### config.mk
export PLATFORM = sky130hd
export DESIGN_NAME = enc_snap_ctrl_flat
export DESIGN_NICKNAME = d
export VERILOG_FILES = /design/src/rtl/enc_snap_ctrl_pkg.sv /design/src/rtl/enc_snap_ctrl_if.sv /design/src/rtl/enc_snap_bank.sv /design/src/rtl/enc_snap_ctrl.sv /design/src/flat_wrapper.sv
export SDC_FILE = /design/constraint.sdc
export NUM_CORES = 2
export LEC_CHECK = 0
export CELL_PAD_IN_SITES_DETAIL_PLACEMENT = 1
export CELL_PAD_IN_SITES_GLOBAL_PLACEMENT = 1
export CORE_MARGIN = 2
export CORE_UTILIZATION = 35
export DETAILED_ROUTE_END_ITERATION = 10
export PLACE_DENSITY_LB_ADDON = 0.1
export SLEW_MARGIN = 10
export SYNTH_ARGS = -nofsm -noshare
export SYNTH_HDL_FRONTEND = slang
export SYNTH_SLANG_ARGS = --single-unit
### constraint.sdc
create_clock -name sysclk -period 3.13 [get_ports sysclk]
set_input_delay 0.7825 -clock sysclk [delete_from_list [all_inputs] [get_ports sysclk]]
set_output_delay 0.7825 -clock sysclk [all_outputs]
set_load 0.01 [all_outputs]
### src/rtl/enc_snap_ctrl_pkg.sv
// Shared constants and types for the encoder snapshot sequencer: channel
// counts, field codes, FSM encodings and the per-channel capture record.
package enc_snap_ctrl_pkg;

  localparam int NUM_CHANNELS = 4;
  localparam int CHAN_WIDTH   = 4;
  localparam int STARVE_LIMIT = 8;

  localparam logic [2:0] ENC_FLD_QUAD = 3'd0;
  localparam logic [2:0] ENC_FLD_PERD = 3'd1;
  localparam logic [2:0] ENC_FLD_QTR1 = 3'd2;
  localparam logic [2:0] ENC_FLD_QTR5 = 3'd3;
  localparam logic [2:0] ENC_FLD_RUN  = 3'd4;

  localparam logic [1:0] ST_IDLE = 2'd0;
  localparam logic [1:0] ST_CAP  = 2'd1;
  localparam logic [1:0] ST_DONE = 2'd2;

  typedef struct packed {
    logic [31:0] quad;
    logic [31:0] perd;
    logic [31:0] qtr1;
    logic [31:0] qtr5;
    logic [31:0] run;
  } enc_rec_t;

  // Field codes outside the five defined fields read as zero.
  function automatic logic [31:0] fld_sel(input enc_rec_t rec, input logic [2:0] fld);
    case (fld)
      ENC_FLD_QUAD: fld_sel = rec.quad;
      ENC_FLD_PERD: fld_sel = rec.perd;
      ENC_FLD_QTR1: fld_sel = rec.qtr1;
      ENC_FLD_QTR5: fld_sel = rec.qtr5;
      ENC_FLD_RUN:  fld_sel = rec.run;
      default:      fld_sel = '0;
    endcase
  endfunction

endpackage

### src/rtl/enc_snap_ctrl_if.sv
// Shared encoder readback bus: host live-read request/grant plus the
// channel-select mux and the five readback fields it returns.
interface enc_snap_ctrl_if #(
  parameter int CHAN_W = 4
);
  // host_rd_req is level: the host wants the mux in this cycle. host_rd_gnt
  // answers combinationally in the same cycle; the host may use the readback
  // fields only in cycles where req && gnt. No request is queued or remembered.
  logic              host_rd_req;
  logic [CHAN_W-1:0] host_rd_chan;
  logic              host_rd_gnt;
  logic [CHAN_W-1:0] enc_chan_sel;
  logic [31:0]       enc_quad;
  logic [31:0]       enc_perd;
  logic [31:0]       enc_qtr1;
  logic [31:0]       enc_qtr5;
  logic [31:0]       enc_run;

  modport master (
    output host_rd_req, host_rd_chan,
    output enc_quad, enc_perd, enc_qtr1, enc_qtr5, enc_run,
    input  host_rd_gnt, enc_chan_sel
  );

  modport slave (
    input  host_rd_req, host_rd_chan,
    input  enc_quad, enc_perd, enc_qtr1, enc_qtr5, enc_run,
    output host_rd_gnt, enc_chan_sel
  );
endinterface

### src/rtl/enc_snap_bank.sv
// Double-buffered snapshot store: captures go to the back bank, reads come
// from the front bank, and a swap exchanges them atomically.
module enc_snap_bank
  import enc_snap_ctrl_pkg::*;
#(
  parameter int NUM_CH = NUM_CHANNELS,
  parameter int CHAN_W = CHAN_WIDTH
) (
  input  logic              clk,
  input  logic              rst_n,
  input  logic              wr_en,
  input  logic [CHAN_W-1:0] wr_chan,
  input  enc_rec_t          wr_data,
  input  logic              swap,
  input  logic [CHAN_W-1:0] rd_chan,
  input  logic [2:0]        rd_field,
  output logic [31:0]       rd_data
);

  enc_rec_t mem [2][NUM_CH];
  logic     front;
  enc_rec_t rd_rec;

  always_ff @(posedge clk or negedge rst_n) begin
    if (!rst_n) begin
      front <= 1'b0;
      for (int b = 0; b < 2; b++) begin
        for (int c = 0; c < NUM_CH; c++) begin
          mem[b][c] <= '0;
        end
      end
    end else begin
      if (swap) begin
        front <= ~front;
      end
      // Channels are 1-based; entry c holds channel c+1.
      for (int c = 0; c < NUM_CH; c++) begin
        if (wr_en && wr_chan == CHAN_W'(c + 1)) begin
          mem[~front][c] <= wr_data;
        end
      end
    end
  end

  always_comb begin
    rd_rec = '0;
    for (int c = 0; c < NUM_CH; c++) begin
      if (rd_chan == CHAN_W'(c + 1)) begin
        rd_rec = mem[front][c];
      end
    end
  end

  assign rd_data = fld_sel(rd_rec, rd_field);

endmodule

### src/rtl/enc_snap_ctrl.sv
// Snapshot sequencer for the shared encoder readback mux: walks channels
// 1..NUM_CH into a double-buffered store while yielding the mux to host reads.
module enc_snap_ctrl
  import enc_snap_ctrl_pkg::*;
#(
  parameter int NUM_CH     = NUM_CHANNELS,
  parameter int CHAN_W     = CHAN_WIDTH,
  parameter int STARVE_MAX = STARVE_LIMIT
) (
  input  logic              sysclk,
  input  logic              reset,
  enc_snap_ctrl_if.slave    enc_bus,
  input  logic              snap_trig,
  output logic              snap_busy,
  output logic              snap_done,
  output logic [7:0]        snap_seq,
  output logic              snap_ovr,
  input  logic              ovr_clr,
  input  logic [CHAN_W-1:0] buf_chan,
  input  logic [2:0]        buf_field,
  output logic [31:0]       buf_rdata,
  output logic [1:0]        dbg_state
);

  localparam int SC_W = $clog2(STARVE_MAX + 1);

  logic [1:0]        state;
  logic [CHAN_W-1:0] snap_chan;
  logic [SC_W-1:0]   starve_cnt;
  logic              force_snap;
  logic              gnt;
  logic              cap_en;
  logic              last_chan;
  enc_rec_t          cap_rec;

  // After STARVE_MAX host-owned CAP cycles the snapshot takes the mux once.
  assign force_snap = (state == ST_CAP) && (starve_cnt == SC_W'(STARVE_MAX));
  assign gnt        = enc_bus.host_rd_req && !force_snap;
  assign cap_en     = (state == ST_CAP) && !gnt;
  assign last_chan  = (snap_chan == CHAN_W'(NUM_CH));

  assign enc_bus.host_rd_gnt  = gnt;
  assign enc_bus.enc_chan_sel = gnt ? enc_bus.host_rd_chan : snap_chan;

  assign cap_rec.quad = enc_bus.enc_quad;
  assign cap_rec.perd = enc_bus.enc_perd;
  assign cap_rec.qtr1 = enc_bus.enc_qtr1;
  assign cap_rec.qtr5 = enc_bus.enc_qtr5;
  assign cap_rec.run  = enc_bus.enc_run;

  assign snap_busy = (state == ST_CAP) || (state == ST_DONE);
  assign snap_done = (state == ST_DONE);
  assign dbg_state = state;

  always_ff @(posedge sysclk or negedge reset) begin
    if (!reset) begin
      state      <= ST_IDLE;
      snap_chan  <= CHAN_W'(1);
      starve_cnt <= '0;
      snap_seq   <= 8'd0;
    end else begin
      case (state)
        ST_IDLE: begin
          starve_cnt <= '0;
          if (snap_trig) begin
            state     <= ST_CAP;
            snap_chan <= CHAN_W'(1);
          end
        end
        ST_CAP: begin
          if (cap_en) begin
            starve_cnt <= '0;
            snap_chan  <= snap_chan + 1'b1;
            if (last_chan) begin
              state <= ST_DONE;
            end
          end else if (starve_cnt != SC_W'(STARVE_MAX)) begin
            starve_cnt <= starve_cnt + 1'b1;
          end
        end
        ST_DONE: begin
          state      <= ST_IDLE;
          snap_chan  <= CHAN_W'(1);
          starve_cnt <= '0;
          snap_seq   <= snap_seq + 8'd1;
        end
        default: begin
          state      <= ST_IDLE;
          snap_chan  <= CHAN_W'(1);
          starve_cnt <= '0;
        end
      endcase
    end
  end

  // A trigger that cannot be honoured outranks a same-cycle clear.
  always_ff @(posedge sysclk or negedge reset) begin
    if (!reset) begin
      snap_ovr <= 1'b0;
    end else if (snap_trig && (state != ST_IDLE)) begin
      snap_ovr <= 1'b1;
    end else if (ovr_clr) begin
      snap_ovr <= 1'b0;
    end
  end

  enc_snap_bank #(
    .NUM_CH (NUM_CH),
    .CHAN_W (CHAN_W)
  ) u_bank (
    .clk      (sysclk),
    .rst_n    (reset),
    .wr_en    (cap_en),
    .wr_chan  (snap_chan),
    .wr_data  (cap_rec),
    .swap     (state == ST_DONE),
    .rd_chan  (buf_chan),
    .rd_field (buf_field),
    .rd_data  (buf_rdata)
  );

endmodule
### src/flat_wrapper.sv
// flat-port wrapper written by rule: the top's interface ports become plain ports
module enc_snap_ctrl_flat import enc_snap_ctrl_pkg::*;
#(
  parameter int NUM_CH     = NUM_CHANNELS,
  parameter int CHAN_W     = CHAN_WIDTH,
  parameter int STARVE_MAX = STARVE_LIMIT
)
  (sysclk, reset, snap_trig, snap_busy, snap_done, snap_seq, snap_ovr, ovr_clr, buf_chan, buf_field, buf_rdata, dbg_state, enc_bus_host_rd_req, enc_bus_host_rd_chan, enc_bus_enc_quad, enc_bus_enc_perd, enc_bus_enc_qtr1, enc_bus_enc_qtr5, enc_bus_enc_run, enc_bus_host_rd_gnt, enc_bus_enc_chan_sel);
  enc_snap_ctrl_if #(.CHAN_W(CHAN_W)) enc_bus_i ();
  input  logic sysclk;
  input  logic reset;
  input  logic snap_trig;
  output logic snap_busy;
  output logic snap_done;
  output logic [7:0] snap_seq;
  output logic snap_ovr;
  input  logic ovr_clr;
  input  logic [CHAN_W-1:0] buf_chan;
  input  logic [2:0] buf_field;
  output logic [31:0] buf_rdata;
  output logic [1:0] dbg_state;
  input wire logic [$bits(enc_bus_i.host_rd_req)-1:0] enc_bus_host_rd_req;
  input wire logic [$bits(enc_bus_i.host_rd_chan)-1:0] enc_bus_host_rd_chan;
  input wire logic [$bits(enc_bus_i.enc_quad)-1:0] enc_bus_enc_quad;
  input wire logic [$bits(enc_bus_i.enc_perd)-1:0] enc_bus_enc_perd;
  input wire logic [$bits(enc_bus_i.enc_qtr1)-1:0] enc_bus_enc_qtr1;
  input wire logic [$bits(enc_bus_i.enc_qtr5)-1:0] enc_bus_enc_qtr5;
  input wire logic [$bits(enc_bus_i.enc_run)-1:0] enc_bus_enc_run;
  output wire logic [$bits(enc_bus_i.host_rd_gnt)-1:0] enc_bus_host_rd_gnt;
  output wire logic [$bits(enc_bus_i.enc_chan_sel)-1:0] enc_bus_enc_chan_sel;
  assign enc_bus_i.host_rd_req = enc_bus_host_rd_req;
  assign enc_bus_i.host_rd_chan = enc_bus_host_rd_chan;
  assign enc_bus_i.enc_quad = enc_bus_enc_quad;
  assign enc_bus_i.enc_perd = enc_bus_enc_perd;
  assign enc_bus_i.enc_qtr1 = enc_bus_enc_qtr1;
  assign enc_bus_i.enc_qtr5 = enc_bus_enc_qtr5;
  assign enc_bus_i.enc_run = enc_bus_enc_run;
  assign enc_bus_host_rd_gnt = enc_bus_i.host_rd_gnt;
  assign enc_bus_enc_chan_sel = enc_bus_i.enc_chan_sel;
  enc_snap_ctrl #(.NUM_CH(NUM_CH), .CHAN_W(CHAN_W), .STARVE_MAX(STARVE_MAX)) u_core (.sysclk(sysclk), .reset(reset), .enc_bus(enc_bus_i), .snap_trig(snap_trig), .snap_busy(snap_busy), .snap_done(snap_done), .snap_seq(snap_seq), .snap_ovr(snap_ovr), .ovr_clr(ovr_clr), .buf_chan(buf_chan), .buf_field(buf_field), .buf_rdata(buf_rdata), .dbg_state(dbg_state));
endmodule
=== Word-level counts from Yosys, hierarchy flattened ===
Cells that the tools add are included.

* Add/sub/neg operators: 3
* Order comparisons: 3
* Equal/unequal tests: 20
* Multiplexer cells: 37
* Bitwise logic cells: 3
* Reductions and logical operators: 18

{| class="wikitable"
|+ Operator list
! operator !! count
|-
| bitwise mux 1280 bit || 4
|-
| two-way mux 1280 bit || 4
|-
| demux 640 bit (select 1 bit) || 4
|-
| two-way mux 640 bit || 4
|-
| two-way mux 160 bit || 5
|-
| two-way mux 480 bit || 1
|-
| two-way mux 320 bit || 1
|-
| case mux 32 bit (5 select lines) || 1
|-
| two-way mux 4 bit || 6
|-
| equality test 4 x 2 -> 1 bit (second input constant) || 4
|-
| logical AND 1 bit || 9
|-
| adder 4 x 1 -> 4 bit (second input constant) || 2
|-
| adder 8 x 1 -> 8 bit (second input constant) || 1
|-
| equality test 4 x 1 -> 1 bit (second input constant) || 2
|-
| equality test 4 x 3 -> 1 bit (second input constant) || 2
|-
| case mux 4 bit (2 select lines) || 1
|-
| equality test 3 x 2 -> 1 bit (second input constant) || 2
|-
| two-way mux 2 bit || 3
|-
| equality test 4 bit (second input constant) || 1
|-
| >= comparator 2 bit (second input constant) || 2
|-
| != test 2 bit (second input constant) || 2
|-
| != test 4 bit (second input constant) || 1
|-
| NOT 1 -> 2 bit || 2
|-
| case mux 2 bit (2 select lines) || 1
|-
| other kinds (16) || 19
|}

* Flip-flop bits (word level): 1,300
* Logic and storage cells: 130

=== Logic depth before layout (Yosys ltp) ===
* Word-level depth: 14
* Gate-level depth with buffers: 11

=== Modules after synthesis ===
A second synthesis with hierarchy kept.

* Cell total of the unflattened synthesis: 4,350
* Area total of the unflattened synthesis: 59,412.0 µm²

{| class="wikitable"
|+ By module, submodules not included
! module !! instances !! cells each !! area an instance (µm²) !! seq. area each (µm²)
|-
| enc_snap_bank || 1 || 4,252 || 58,344.7 || 32,055.7
|-
| enc_snap_ctrl || 1 || 98 || 1,067.3 || 476.7
|}

=== Worst setup path after synthesis ===
No wires, ideal clock.

* Kind: input to output
* Start point: input port buf_chan[1]
* End point: output port buf_rdata[0]
* Arrival: 2,425 ps
* Slack: -78 ps
* Stages: 8
* Cell sequence: buf_2 -> or4b_2 -> buf_2 -> buf_2 -> clkbuf_1 -> o21ai_0 -> o211ai_1 -> nand4b_1

* Longest elaborated chain between the ends: 6

{| class="wikitable"
|+ RTL lines
! what !! RTL line !! RTL
|-
| from (decl) || flat_wrapper.sv:18 || <nowiki>input logic [CHAN_W-1:0] buf_chan;</nowiki>
|-
| equality test 4 x 1 -> 1 bit || enc_snap_bank.sv:48 || <nowiki>if (rd_chan == CHAN_W'(c + 1)) begin</nowiki>
|-
| two-way mux 160 bit (3 in series) || enc_snap_bank.sv:48 ||
|-
| two-way mux 160 bit (*) || enc_snap_bank.sv:48 ||
|-
| case mux 32 bit (5 select lines) (*) || enc_snap_ctrl_pkg.sv:29 || <nowiki>case (fld)</nowiki>
|-
| to (decl) || flat_wrapper.sv:20 || <nowiki>output logic [31:0] buf_rdata;</nowiki>
|}

Mark *: on every way between the ends. The rest lies on a longest branch, timed or not.

=== Final worst setup path ===
* Start point: register u_core.u_bank.front
* End point: output port buf_rdata[12]

* Longest elaborated chain between the ends: 9

{| class="wikitable"
|+ RTL lines
! what !! RTL line !! RTL
|-
| from (decl) || enc_snap_bank.sv:21 || <nowiki>logic front;</nowiki>
|-
| from (signal assigned) || enc_snap_bank.sv:34 || <nowiki>front <= ~front;</nowiki>
|-
| NOT 1 -> 2 bit (not written as such) (*) || enc_snap_bank.sv:49 || <nowiki>rd_rec = mem[front][c];</nowiki>
|-
| two-way mux 640 bit (not written as such) (*) (3 in series) || enc_snap_bank.sv:49 ||
|-
| two-way mux 160 bit (3 in series) || enc_snap_bank.sv:48 ||
|-
| two-way mux 160 bit (*) || enc_snap_bank.sv:48 ||
|-
| case mux 32 bit (5 select lines) (*) || enc_snap_ctrl_pkg.sv:29 ||
|}

Mark *: on every way between the ends. The rest lies on a longest branch, timed or not. The select of a mux whose other input is x is not followed.

==> impl_metrics.tcl <==
set metrics [dict create \
    post_synth_fa_ha_maj_area_fraction 0.00210 \
    syn_nets 4533 \
    drv_slew 0 \
    max_cap_viol_count 0 \
    first_pass_grt_wire_length_mm 299 \
    max_freq_mhz 227 \
    timing.final.crit_share 1.41 \
    area_growth_pct 27.2 \
    pwr_density_cell_mw_per_mm2 890 \
    synth-edff-count 0 \
    hpwl_mm 137 \
    timing.slew.headroom 0.432 \
    number_of_top_level_pins 226 \
    synth_area_leader_cell "sky130_fd_sc_hd__dfrtp_1" \
    drt_first_pass_iters 5 \
    fp.dieH_um 416 \
    drcViolationCount 0 \
    number_of_global_route_vias_before_repair 42871 \
    root_buffer "sky130_fd_sc_hd__clkbuf_16" \
    netlist_top_cells_area "sky130_fd_sc_hd__dfrtp_1 55%, sky130_fd_sc_hd__mux2_2 23%, sky130_fd_sc_hd__mux2i_1 10%, sky130_fd_sc_hd__o21ai_0 2.4%, sky130_fd_sc_hd__mux2_1 1.9%" \
    yosys.area_share.xor_xnor 0.00147 \
    cts.clk_slew.worst_paths_ns 0.07 \
    drive_gt1_frac 0.427 \
    synthesized_area_mm2 0.0595 \
    dieArea_mm2 0.173 \
    synth_seq_area_share 0.546 \
    startpoint_type "register" \
    track_usage 0.233 \
    critical_path_peak_fanout 7 \
    combinational_family_with_the_most_area_after_synthesis "multiplexers" \
    gp_routability_congestion 0.775 \
    yosysUniqueCellTypes 45 \
    routedWlPerCell_um 27.5 \
    design.final.nets 5119 \
    pin_count_of_the_biggest_net_entering_global_routing 94 \
    dpl_cell_area_mm2 0.0687 \
    cts.path.max_buffers 3 \
    drt-initial-drc-count 1943 \
    synth_compound_gate_area_share 0.0566 \
    yosys_warnings 0 \
    detailroute.via_count 38795 \
    vdd.ir_drop.worst_mv 0.457 \
    antenna_violations_before_repair 42 \
    postSynth.asyncResetShare 1.00 \
    cts.sinks 1300 \
    synthCells 4347 \
    place.port_buffers 225 \
    cts_inserted_buffers 155 \
    holdWs_ns 0.483 \
    via_per_inst 5.33 \
    htree_levels 4 \
    fp-row-count 151 \
    failed_checks "negative setup slack" \
    post-route-worst-setup-slack_ns -1.27 \
    worstSetupEndpointType "output pin" \
    leakage_uw 0.0343 \
    min_path_type "reg -> reg" \
    grt_remaining_overflow 0 \
    groute.layer.met3.usage 0.0450 \
    ys.flop_type "sky130_fd_sc_hd__dfrtp_1" \
    fin_worst_skew_ns 0.0352 \
    synth.ff_latch_count 1300 \
    actual_slew_at_the_worst_max_slew_pin_ns 0.848 \
    fp.coreArea_mm2 0.169 \
    globalRouteMet2Util 0.370 \
    route.antenna.remaining_nets 0 \
    worst_skew_pair.late_latency_ns 0.80 \
    global_route.usage.met1 0.314 \
    timing_worst_setup_path_type "reg -> out" \
    final-hold-violation-count 0 \
    finalWirelength_mm 200 \
    syn_area_per_cell_um2 13.7 \
    final_util 0.448 \
    post-route-cell-area_mm2 0.0757 \
    report.final.setup_viol 32 \
    crit_required_ns 2.35 \
    post_synth_and_or_nand_nor_area_fraction 0.0171 \
    outcome "finished with violations" \
    n_fill_cell 16828 \
    initial_utilization 0.352 \
    muxShareOfSynthArea 0.350 \
    fin_crit_ns 4.40 \
    unrepaired_setup_endpoints_after_global_routing "true" \
    grt_busiest_layer "met2" \
    worst-endpoint-arrival_ns 3.62 \
    synthDominantCellAreaShare 0.546 \
    die_x_um 416 \
    tritoncts "built" \
]
==> cell usage in the layout, fill, tap and decap left out, types with 12 or more instances in the layout <==
cell type,n
sky130_fd_sc_hd__nor2_1,39
sky130_fd_sc_hd__o22ai_1,148
sky130_fd_sc_hd__buf_4,319
sky130_fd_sc_hd__o21ai_2,13
sky130_fd_sc_hd__clkinv_2,20
sky130_fd_sc_hd__mux2_2,1219
sky130_fd_sc_hd__nand4b_1,33
sky130_fd_sc_hd__buf_2,20
sky130_fd_sc_hd__clkdlybuf4s50_1,183
sky130_fd_sc_hd__dfrtp_1,1298
sky130_fd_sc_hd__buf_6,23
sky130_fd_sc_hd__mux2i_1,525
sky130_fd_sc_hd__clkbuf_16,164
sky130_fd_sc_hd__o211ai_1,62
sky130_fd_sc_hd__nand2_1,72
sky130_fd_sc_hd__mux2i_4,41
sky130_fd_sc_hd__diode_2,12
sky130_fd_sc_hd__clkbuf_8,41
sky130_fd_sc_hd__o21ai_1,45
sky130_fd_sc_hd__a21oi_1,68
sky130_fd_sc_hd__mux2i_2,34
sky130_fd_sc_hd__buf_12,163
sky130_fd_sc_hd__clkbuf_1,31
sky130_fd_sc_hd__o21ai_0,223
sky130_fd_sc_hd__mux2_1,100
==> Yosys cell counts, types with 5 or more instances <==
library cell	n
sky130_fd_sc_hd__buf_2	114
sky130_fd_sc_hd__nand4b_1	33
sky130_fd_sc_hd__nor2_1	41
sky130_fd_sc_hd__o21ai_0	286
sky130_fd_sc_hd__and3_1	5
sky130_fd_sc_hd__ha_1	10
sky130_fd_sc_hd__nand2_1	73
sky130_fd_sc_hd__o21ai_1	6
sky130_fd_sc_hd__inv_1	9
sky130_fd_sc_hd__dfrtp_1	1299
sky130_fd_sc_hd__mux2i_1	600
sky130_fd_sc_hd__xnor2_1	6
sky130_fd_sc_hd__clkbuf_1	130
sky130_fd_sc_hd__a21oi_1	68
sky130_fd_sc_hd__buf_4	44
sky130_fd_sc_hd__o22ai_1	158
sky130_fd_sc_hd__mux2_1	100
sky130_fd_sc_hd__o211ai_1	62
sky130_fd_sc_hd__buf_1	33
sky130_fd_sc_hd__mux2_2	1219
==> registers in the layout, summed over array words and instances, names as in the netlist <==
| signal | count |
|---|---|
| u_core.dbg_state | 2 |
| u_core.snap_chan | 4 |
| u_core.snap_ovr | 1 |
| u_core.snap_seq | 8 |
| u_core.starve_cnt | 4 |
| u_core.u_bank.front | 1 |
| u_core.u_bank.mem | 1280 |
==> cells by family (layout without fill, tap and decap cells) <==
family,Yosys count,in the layout
buf+inv,330,1033
fa+ha+maj,10,10
xor+xnor,10,10
flops,1300,1300
compound gates,594,594
simple gates,184,184
mux,1919,1919
other cells,0,12
==> routing by layer <==
metal	vias up	routed length, um
li1	17204	-
met1	20637	91900
met2	594	92800
met3	328	7880
met4	32	7190
met5	-	198
==> timing repair <==
| action | 4_1_cts | 5_1_grt |
|---|---|---|
| gates cloned | 5 | 0 |
| hold buffers | 1 | 0 |
| setup endpoints to repair | 38 | 35 |
| pin swaps | 66 | 32 |
| buffers inserted | 48 | 5 |
| resized for setup | 356 | 67 |
| endpoints found under the hold margin | 35 | 0 |
==> critical path: stages, from the launching register on <==
cell and delay, ns:
sky130_fd_sc_hd__dfrtp_4 0.56, sky130_fd_sc_hd__buf_12 0.18, sky130_fd_sc_hd__buf_12 0.14, sky130_fd_sc_hd__buf_6 0.12, sky130_fd_sc_hd__mux2i_4 0.23, sky130_fd_sc_hd__o22ai_2 0.10
sky130_fd_sc_hd__o211ai_1 0.66, sky130_fd_sc_hd__buf_4 0.25, sky130_fd_sc_hd__o21ai_4 0.08, sky130_fd_sc_hd__nand4b_1 0.26, sky130_fd_sc_hd__buf_2 0.21
==> area by class of cell <==
class | instances | area [um^2] | share of cell area
flip-flops and latches | 1300 | 32500 | 0.430
multi-input cells | 2717 | 26500 | 0.350
repair buffers | 750 | 8560 | 0.113
clock buffers | 236 | 4780 | 0.0632
well taps | 2218 | 2780 | 0.0367
clock inverters | 38 | 512 | 0.00676
inverters | 9 | 33.8 | 0.000446
diodes | 12 | 30.0 | 0.000397
==> where the power goes <==
part	total, uW	switching, uW	internal, uW
sequential	27400	3740	23600
clock	18700	7320	11400
combinational	21300	8960	12300
==> through the flow <==
step | cells | worst slack [ns] | total power (uW) | TNS, ns
3_5_place_dp | 6946 | -2.17 | 46900 | -54.83
3_3_place_gp | 6946 | -2.33 | 46300 | -53.37
5_1_grt | 7277 | -1.31 | 71000 | -35.30
2_1_floorplan | 4347 | 0.00420 | 39400 | 0
6_report | 7280 | -1.27 | 67400 | -31.77
4_1_cts | 7266 | -1.23 | 67700 | -34.73
==> path summary, 6_finish.rpt <==
kind / start / endpoint / slack (ns) / cells after the start
setup / recovery: u_core.u_bank.front / buf_rdata[12] / -1.27 / 10
hold / removal: u_core.u_bank.mem[23] / u_core.u_bank.mem[23] / 0.48 / 1
setup reg to reg: u_core.dbg_state[1] / u_core.u_bank.mem[360] / 0.42 / 11
hold reg to reg: u_core.u_bank.mem[23] / u_core.u_bank.mem[23] / 0.48 / 1
max in group asynchronous: reset / u_core.u_bank.mem[950] / 1.46 / 3
min in group asynchronous: reset / u_core.u_bank.mem[878] / 0.57 / 2
Note: power is estimated with default switching activity, not from simulation.
